File: src/rtl/ps2_key_tracker_if.sv
// Bundles the PS/2 wire pair and the decoded key-tracking outputs of
// ps2_key_tracker so the tracker and its consumer share one port.
interface ps2_key_tracker_if #(
   parameter int NUM_KEYS = 4
);
   localparam int CW = $clog2(NUM_KEYS + 1);

   logic          PS2Clk;
   logic          PS2Data;
   logic [7:0]    scancode;
   logic          extended;
   logic          keyPressed;
   logic [CW-1:0] keyCount;
   logic          keyEvent;
   logic          eventBreak;
   logic          parityErr;
   logic          overflow;

   // Keyboard / stimulus side: drives the PS/2 wires, observes key state
   modport master (
      output PS2Clk, PS2Data,
      input  scancode, extended, keyPressed, keyCount,
      input  keyEvent, eventBreak, parityErr, overflow
   );

   // Tracker side: receives the PS/2 wires, reports key state
   modport slave (
      input  PS2Clk, PS2Data,
      output scancode, extended, keyPressed, keyCount,
      output keyEvent, eventBreak, parityErr, overflow
   );
endinterface

File: src/rtl/ps2_key_tracker.sv
// PS/2 keyboard receiver that decodes set-2 make/break/E0 sequences and
// keeps a small table of currently held keys (9-bit {ext, code} entries).
module ps2_key_tracker #(
   parameter int NUM_KEYS       = 4,
   parameter int TIMEOUT_CYCLES = 5000,
   parameter int SYNC_STAGES    = 2
) (
   input logic clk,
   input logic rst,
   ps2_key_tracker_if.slave bus
);
   localparam int CW = $clog2(NUM_KEYS + 1);
   localparam int TW = $clog2(TIMEOUT_CYCLES + 1);
   localparam int IW = (NUM_KEYS > 1) ? $clog2(NUM_KEYS) : 1;

   typedef enum logic [1:0] {IDLE, DATA, PARITY, STOP} frame_state_t;

   logic [SYNC_STAGES-1:0] clk_sync_q, clk_sync_d, data_sync_q, data_sync_d;
   logic                   clk_prev_q, clk_prev_d;
   frame_state_t           state_q, state_d;
   logic [2:0]             bit_cnt_q, bit_cnt_d;
   logic [7:0]             shift_q, shift_d;
   logic                   parity_q, parity_d;
   logic [TW-1:0]          timer_q, timer_d;
   logic                   rx_done_q, rx_done_d;
   logic [7:0]             rx_byte_q, rx_byte_d;
   logic                   rx_par_ok_q, rx_par_ok_d;
   logic                   rx_stop_q, rx_stop_d;
   logic                   ext_q, ext_d, brk_q, brk_d;
   logic [NUM_KEYS-1:0]    slot_valid_q, slot_valid_d;
   logic [NUM_KEYS-1:0][8:0] slot_key_q, slot_key_d;
   logic [CW-1:0]          count_q, count_d;
   logic [7:0]             scancode_q, scancode_d;
   logic                   extended_q, extended_d;
   logic                   event_q, event_d, event_break_q, event_break_d;
   logic                   perr_q, perr_d, ovf_q, ovf_d;

   logic                   ps2_clk_s, ps2_data_s, ps2_fall;
   logic [8:0]             key;
   logic                   hit, free;
   logic [IW-1:0]          hit_idx, free_idx;

   assign ps2_clk_s  = clk_sync_q[SYNC_STAGES-1];
   assign ps2_data_s = data_sync_q[SYNC_STAGES-1];
   assign ps2_fall   = clk_prev_q & ~ps2_clk_s;
   assign key        = {ext_q, rx_byte_q};

   // Shift the asynchronous PS/2 wires into the clk domain and remember the last clock level
   always_comb begin
      clk_sync_d  = {clk_sync_q[SYNC_STAGES-2:0], bus.PS2Clk};
      data_sync_d = {data_sync_q[SYNC_STAGES-2:0], bus.PS2Data};
      clk_prev_d  = ps2_clk_s;
   end

   // Frame FSM: one bit per falling edge, abandoning a stalled frame after the timeout
   always_comb begin
      state_d     = state_q;
      bit_cnt_d   = bit_cnt_q;
      shift_d     = shift_q;
      parity_d    = parity_q;
      timer_d     = timer_q;
      rx_done_d   = 1'b0;
      rx_byte_d   = rx_byte_q;
      rx_par_ok_d = rx_par_ok_q;
      rx_stop_d   = rx_stop_q;
      if (ps2_fall) begin
         timer_d = '0;
         case (state_q)
            IDLE: begin
               if (!ps2_data_s) begin
                  state_d   = DATA;
                  bit_cnt_d = 3'd0;
               end
            end
            DATA: begin
               shift_d   = {ps2_data_s, shift_q[7:1]};
               bit_cnt_d = bit_cnt_q + 3'd1;
               if (bit_cnt_q == 3'd7) state_d = PARITY;
            end
            PARITY: begin
               parity_d = ps2_data_s;
               state_d  = STOP;
            end
            default: begin
               state_d     = IDLE;
               rx_done_d   = 1'b1;
               rx_byte_d   = shift_q;
               rx_par_ok_d = ^{shift_q, parity_q};
               rx_stop_d   = ps2_data_s;
            end
         endcase
      end else if (state_q != IDLE) begin
         if (timer_q == TW'(TIMEOUT_CYCLES - 1)) begin
            state_d = IDLE;
            timer_d = '0;
         end else begin
            timer_d = timer_q + TW'(1);
         end
      end
   end

   // Locate the received key in the table and the lowest empty slot
   always_comb begin
      hit      = 1'b0;
      free     = 1'b0;
      hit_idx  = '0;
      free_idx = '0;
      for (int i = NUM_KEYS - 1; i >= 0; i--) begin
         if (slot_valid_q[i[IW-1:0]] && (slot_key_q[i[IW-1:0]] == key)) begin
            hit     = 1'b1;
            hit_idx = i[IW-1:0];
         end
         if (!slot_valid_q[i[IW-1:0]]) begin
            free     = 1'b1;
            free_idx = i[IW-1:0];
         end
      end
   end

   // Byte decoder: prefix flags, then at most one table insert or remove per byte
   always_comb begin
      ext_d         = ext_q;
      brk_d         = brk_q;
      slot_valid_d  = slot_valid_q;
      slot_key_d    = slot_key_q;
      count_d       = count_q;
      scancode_d    = scancode_q;
      extended_d    = extended_q;
      event_d       = 1'b0;
      event_break_d = event_break_q;
      perr_d        = 1'b0;
      ovf_d         = 1'b0;
      if (rx_done_q && rx_stop_q) begin
         if (!rx_par_ok_q) begin
            perr_d = 1'b1;
            ext_d  = 1'b0;
            brk_d  = 1'b0;
         end else if (rx_byte_q == 8'hE0) begin
            ext_d = 1'b1;
         end else if (rx_byte_q == 8'hF0) begin
            brk_d = 1'b1;
         end else begin
            ext_d = 1'b0;
            brk_d = 1'b0;
            if (brk_q) begin
               if (hit) begin
                  slot_valid_d[hit_idx] = 1'b0;
                  count_d               = count_q - CW'(1);
                  event_d               = 1'b1;
                  event_break_d         = 1'b1;
               end
            end else if (!hit) begin
               if (free) begin
                  slot_valid_d[free_idx] = 1'b1;
                  slot_key_d[free_idx]   = key;
                  count_d                = count_q + CW'(1);
                  scancode_d             = rx_byte_q;
                  extended_d             = ext_q;
                  event_d                = 1'b1;
                  event_break_d          = 1'b0;
               end else begin
                  ovf_d = 1'b1;
               end
            end
         end
      end
   end

   // State register for synchronisers, frame FSM, decoder and key table
   always_ff @(posedge clk or posedge rst) begin
      if (rst) begin
         clk_sync_q    <= '1;
         data_sync_q   <= '1;
         clk_prev_q    <= 1'b1;
         state_q       <= IDLE;
         bit_cnt_q     <= 3'd0;
         shift_q       <= 8'h00;
         parity_q      <= 1'b0;
         timer_q       <= '0;
         rx_done_q     <= 1'b0;
         rx_byte_q     <= 8'h00;
         rx_par_ok_q   <= 1'b0;
         rx_stop_q     <= 1'b0;
         ext_q         <= 1'b0;
         brk_q         <= 1'b0;
         slot_valid_q  <= '0;
         slot_key_q    <= '0;
         count_q       <= '0;
         scancode_q    <= 8'h00;
         extended_q    <= 1'b0;
         event_q       <= 1'b0;
         event_break_q <= 1'b0;
         perr_q        <= 1'b0;
         ovf_q         <= 1'b0;
      end else begin
         clk_sync_q    <= clk_sync_d;
         data_sync_q   <= data_sync_d;
         clk_prev_q    <= clk_prev_d;
         state_q       <= state_d;
         bit_cnt_q     <= bit_cnt_d;
         shift_q       <= shift_d;
         parity_q      <= parity_d;
         timer_q       <= timer_d;
         rx_done_q     <= rx_done_d;
         rx_byte_q     <= rx_byte_d;
         rx_par_ok_q   <= rx_par_ok_d;
         rx_stop_q     <= rx_stop_d;
         ext_q         <= ext_d;
         brk_q         <= brk_d;
         slot_valid_q  <= slot_valid_d;
         slot_key_q    <= slot_key_d;
         count_q       <= count_d;
         scancode_q    <= scancode_d;
         extended_q    <= extended_d;
         event_q       <= event_d;
         event_break_q <= event_break_d;
         perr_q        <= perr_d;
         ovf_q         <= ovf_d;
      end
   end

   assign bus.scancode   = scancode_q;
   assign bus.extended   = extended_q;
   assign bus.keyCount   = count_q;
   assign bus.keyPressed = (count_q != '0);
   assign bus.keyEvent   = event_q;
   assign bus.eventBreak = event_break_q;
   assign bus.parityErr  = perr_q;
   assign bus.overflow   = ovf_q;
endmodule

File: src/flat_wrapper.sv
// flat-port wrapper written by rule: the top's interface ports become plain ports
module ps2_key_tracker_flat 
#(
   parameter int NUM_KEYS       = 4,
   parameter int TIMEOUT_CYCLES = 5000,
   parameter int SYNC_STAGES    = 2
)
  (clk, rst, bus_PS2Clk, bus_PS2Data, bus_scancode, bus_extended, bus_keyPressed, bus_keyCount, bus_keyEvent, bus_eventBreak, bus_parityErr, bus_overflow);
  ps2_key_tracker_if #(.NUM_KEYS(NUM_KEYS)) bus_i ();
  input logic clk;
  input logic rst;
  input wire logic [$bits(bus_i.PS2Clk)-1:0] bus_PS2Clk;
  input wire logic [$bits(bus_i.PS2Data)-1:0] bus_PS2Data;
  output wire logic [$bits(bus_i.scancode)-1:0] bus_scancode;
  output wire logic [$bits(bus_i.extended)-1:0] bus_extended;
  output wire logic [$bits(bus_i.keyPressed)-1:0] bus_keyPressed;
  output wire logic [$bits(bus_i.keyCount)-1:0] bus_keyCount;
  output wire logic [$bits(bus_i.keyEvent)-1:0] bus_keyEvent;
  output wire logic [$bits(bus_i.eventBreak)-1:0] bus_eventBreak;
  output wire logic [$bits(bus_i.parityErr)-1:0] bus_parityErr;
  output wire logic [$bits(bus_i.overflow)-1:0] bus_overflow;
  assign bus_i.PS2Clk = bus_PS2Clk;
  assign bus_i.PS2Data = bus_PS2Data;
  assign bus_scancode = bus_i.scancode;
  assign bus_extended = bus_i.extended;
  assign bus_keyPressed = bus_i.keyPressed;
  assign bus_keyCount = bus_i.keyCount;
  assign bus_keyEvent = bus_i.keyEvent;
  assign bus_eventBreak = bus_i.eventBreak;
  assign bus_parityErr = bus_i.parityErr;
  assign bus_overflow = bus_i.overflow;
  ps2_key_tracker #(.NUM_KEYS(NUM_KEYS), .TIMEOUT_CYCLES(TIMEOUT_CYCLES), .SYNC_STAGES(SYNC_STAGES)) u_core (.clk(clk), .rst(rst), .bus(bus_i));
endmodule
File: config.mk
export PLATFORM = sky130hd
export DESIGN_NAME = ps2_key_tracker_flat
export DESIGN_NICKNAME = d
export VERILOG_FILES = /design/src/rtl/ps2_key_tracker_if.sv /design/src/rtl/ps2_key_tracker.sv /design/src/flat_wrapper.sv
export SDC_FILE = /design/constraint.sdc
export NUM_CORES = 1
export LEC_CHECK = 0
export BUFFER_PORTS_ARGS = -buffer_cell sky130_fd_sc_hd__buf_2
export CORE_UTILIZATION = 30
export CTS_CLUSTER_DIAMETER = 80
export DETAILED_ROUTE_END_ITERATION = 10
export PLACE_DENSITY = 0.51
export SLEW_MARGIN = 20
export SYNTH_ARGS = -nofsm -noshare
export SYNTH_HDL_FRONTEND = slang
export SYNTH_SLANG_ARGS = --single-unit
File: constraint.sdc
create_clock -name clk -period 7.69 [get_ports clk]
set_input_delay 0.3845 -clock clk [delete_from_list [all_inputs] [get_ports clk]]
set_output_delay 0.3845 -clock clk [all_outputs]
set_load 0.005 [all_outputs]
==> qor.csv <==
stage,metric,value,unit
yosys,cell area after synthesis,4695,um2
finish,"most common cell after layout, fill and taps aside",dfrtp_1,
routing,post-DR wirelength/cell,14.89,um
cts,CTS tree,built,
timing,Slew @ Worst Pin,0.8546,ns
timing,slew margin rel.,42.71,%
routing,DR pass1 iterations,4,
worst_setup_path,Arrival @ worst endpoint,3.27,ns
timing,final-report hold violation count,0,
cts,clock slew at reported path FFs,0.07,ns
timing,Fin Setup TNS,0,ns
worst_setup_path,CP Capture Type,register,
routing,DRC viols,0,
pwr,leakage dissipation,2.644,nW
place,HPWL after DPL,6.254,mm
cts,post_cts resized,0,
pwr,sw frac,26.10,%
floorplanning,Die H,127.1,um
yosys,Seq cells post-synth,101,
cts,clock latency on the worst-skew pair,0.36,ns
finish,"Core Util, Final",34.51,%
cts,maximum clock path buffer count,2,
yosys,"Net Count, Synth",389,
status,status,"complete, no violations",
finish,diode count,0,
cts,CTS Root Cell,clkbuf_16,
yosys,main area contributors after synthesis,"dfrtp_1, mux2_2, xor2_1",
finish,"Net count, final",406,
floorplanning,core area,15260,um2
yosys,Post-synth EDFFs,0,
yosys,Synth area leader,dfrtp_1,
worst_setup_path,Worst EP required,7.93,ns
pwr,Seq pwr share,52.0,%
worst_hold_path,Hold WC Path Type,in -> reg,
routing,Vias/cell,4.644,
cts,clk sinks,101,
timing,min Tclk post-route,3.029,ns
grt,first-pass GRT wire length,15.21,mm
grt,largest net degree at the start of global routing,55,
grt,vias in the first global route,2951,
worst_setup_path,Worst setup SP type,register,
timing,Final Max Tran Viols,0,
routing,routed wire length,9.084,mm
finish,FF+latch area,2534,um2
timing,Final setup viols,0,
yosys,Syn. warnings,0,
pwr,switching power,0.2962,mW
finish,share of cells above drive strength 1,28.07,%
worst_setup_path,Setup CP Type,reg -> reg,
place,routability cong.,0.7746,
floorplanning,die width,127.1,um
routing,Vias,2833,
place,IO Port Bufs,20,
finish,Fillers,1523,
run,Max Cap Violations,0,
pwr,worst vdd ir,109.4,uV
cts,setup bufs post-CTS,0,
yosys,Synth Flop Type,dfrtp_1,
routing,Final ANT Viol Nets,0,
yosys,Synth top area share,51.17,%
cts,CTS H-tree depth,3,
floorplanning,Cell Rows,45,
worst_setup_path,CP Max Fanout,13,
cts,cts hold-fix bufs,0,
grt,grt total ovfl,0,
pwr,Comb power frac,10.5,%
floorplanning,Starting Density,30.77,%
finish,area occupied by multi-input gates,2039,um2
grt,initial antenna violation count,0,
yosys,register area share after synthesis,53.97,%
timing,fin crit share,39.38,%
yosys,Post-Syn Instances,377,
finish,most frequent cells in the layout,"dfrtp_1, mux2_2, xor2_1",
floorplanning,Ports,21,
yosys,"Avg Cell Area, Syn",12.45,um2
timing,Fmax,0.3302,GHz
pwr,Cell Pwr Density,215.5,nW/um2
yosys,asr flop ratio synth,100.0,%
timing,RSZ-0062 raised after global routing,false,
finish,area grow syn2layout,12.15,%
grt,GRT Total Usage,12.39,%
pwr,Int Power,0.8387,mW
timing,Final Skew,0.006144,ns
cts,TritonCTS Buffers,9,
yosys,Yosys cell types,42,
floorplanning,die area,16150,um2
routing,Starting DRT DRC Count,109,
pwr,clock power share,37.5,%
## state kept, by name, summed over array words and instances (netlist names), 2 cells and up
register             count
u_core.slot_key_q       36
u_core.timer_q          13
u_core.bus.scancode      8
u_core.rx_byte_q         8
u_core.shift_q           8
u_core.slot_valid_q      4
u_core.bit_cnt_q         3
u_core.bus.keyCount      3
u_core.clk_sync_q        2
u_core.data_sync_q       2
u_core.state_q           2
## layout make-up
class / count / area share (%)
Sequential cell: 101 / 48.12
Multi-Input combinational cell: 250 / 38.74
Tap cell: 211 / 5.014
Clock buffer: 9 / 4.278
Timing Repair Buffer: 21 / 2.044
Clock inverter: 7 / 0.9743
Inverter: 11 / 0.8317
## path summary, 6_finish.rpt
path	cells after the start	from	to	slack, ns
setup / recovery	7	u_core.rx_byte_q[0]	u_core.slot_key_q[34]	4.66
hold / removal	1	bus_PS2Clk	u_core.clk_sync_q[0]	0.12
setup reg to reg	7	u_core.rx_byte_q[0]	u_core.slot_key_q[34]	4.66
hold reg to reg	0	u_core.clk_sync_q[0]	u_core.clk_sync_q[1]	0.36
max in group asynchronous	3	rst	u_core.slot_key_q[25]	6.48
min in group asynchronous	2	rst	u_core.shift_q[1]	0.14
## metrics by stage
stage / hold WS (ns) / std cells / total power [mW] / worst slack, ns / instance area (um2)
2_1_floorplan: 0.3452 / 377 / 0.6924 / 4.667 / 4695
3_3_place_gp: 0.3469 / 594 / 0.7182 / 4.663 / 4989
3_5_place_dp: 0.3468 / 594 / 0.7241 / 4.652 / 4989
4_1_cts: 0.1072 / 610 / 1.157 / 4.640 / 5265
5_1_grt: 0.1050 / 610 / 1.193 / 4.458 / 5265
6_report: 0.1208 / 610 / 1.135 / 4.661 / 5265
## critical path, cell delays in order, from the launching register on
cell and delay (ns):
dfrtp_1 0.67, and3b_1 0.27, a211o_1 0.33, a41oi_2 0.18, nand4b_2 0.20, nand2b_4 0.28
or3_1 0.60, mux2_4 0.39
## layer usage
metal,track usage [%],wire length [um],vias up
li1,-,-,1341
met1,15.78,4210,1441
met2,19.68,4324,40
met3,3.350,331,11
met4,5.672,218,0
met5,0,0,-
## cells in the mapped netlist (9+ instances only)
| master | count |
|---|---|
| buf_2 | 10 |
| mux2_4 | 9 |
| o21ai_0 | 11 |
| mux2_2 | 55 |
| nand4_1 | 9 |
| nand3_1 | 11 |
| inv_1 | 11 |
| dfrtp_1 | 96 |
| xnor2_1 | 22 |
| nand2_1 | 23 |
| nor2_1 | 16 |
| xor2_1 | 33 |
## power groups by stage
| stage | clock [mW] | sequential, mW | combinational, mW |
|---|---|---|---|
| final | 0.425 | 0.590 | 0.119 |
| after global routing | 0.460 | 0.595 | 0.137 |
| after CTS | 0.442 | 0.591 | 0.124 |
| after detailed placement | 0 | 0.601 | 0.123 |
| after global placement | 0 | 0.599 | 0.119 |
| after floorplan | 0 | 0.589 | 0.104 |
## kinds of logic (layout without fill, tap and decap cells)
logic type | after synthesis | in the layout | synth area share [%]
fa+ha+maj | 8 | 8 | 2.292
compound gates | 30 | 30 | 4.078
xor+xnor | 55 | 55 | 10.26
flops | 101 | 101 | 53.97
simple gates | 92 | 92 | 10.53
buf+inv | 26 | 48 | 2.585
mux | 65 | 65 | 16.28
(Power assumes the default switching activity.)
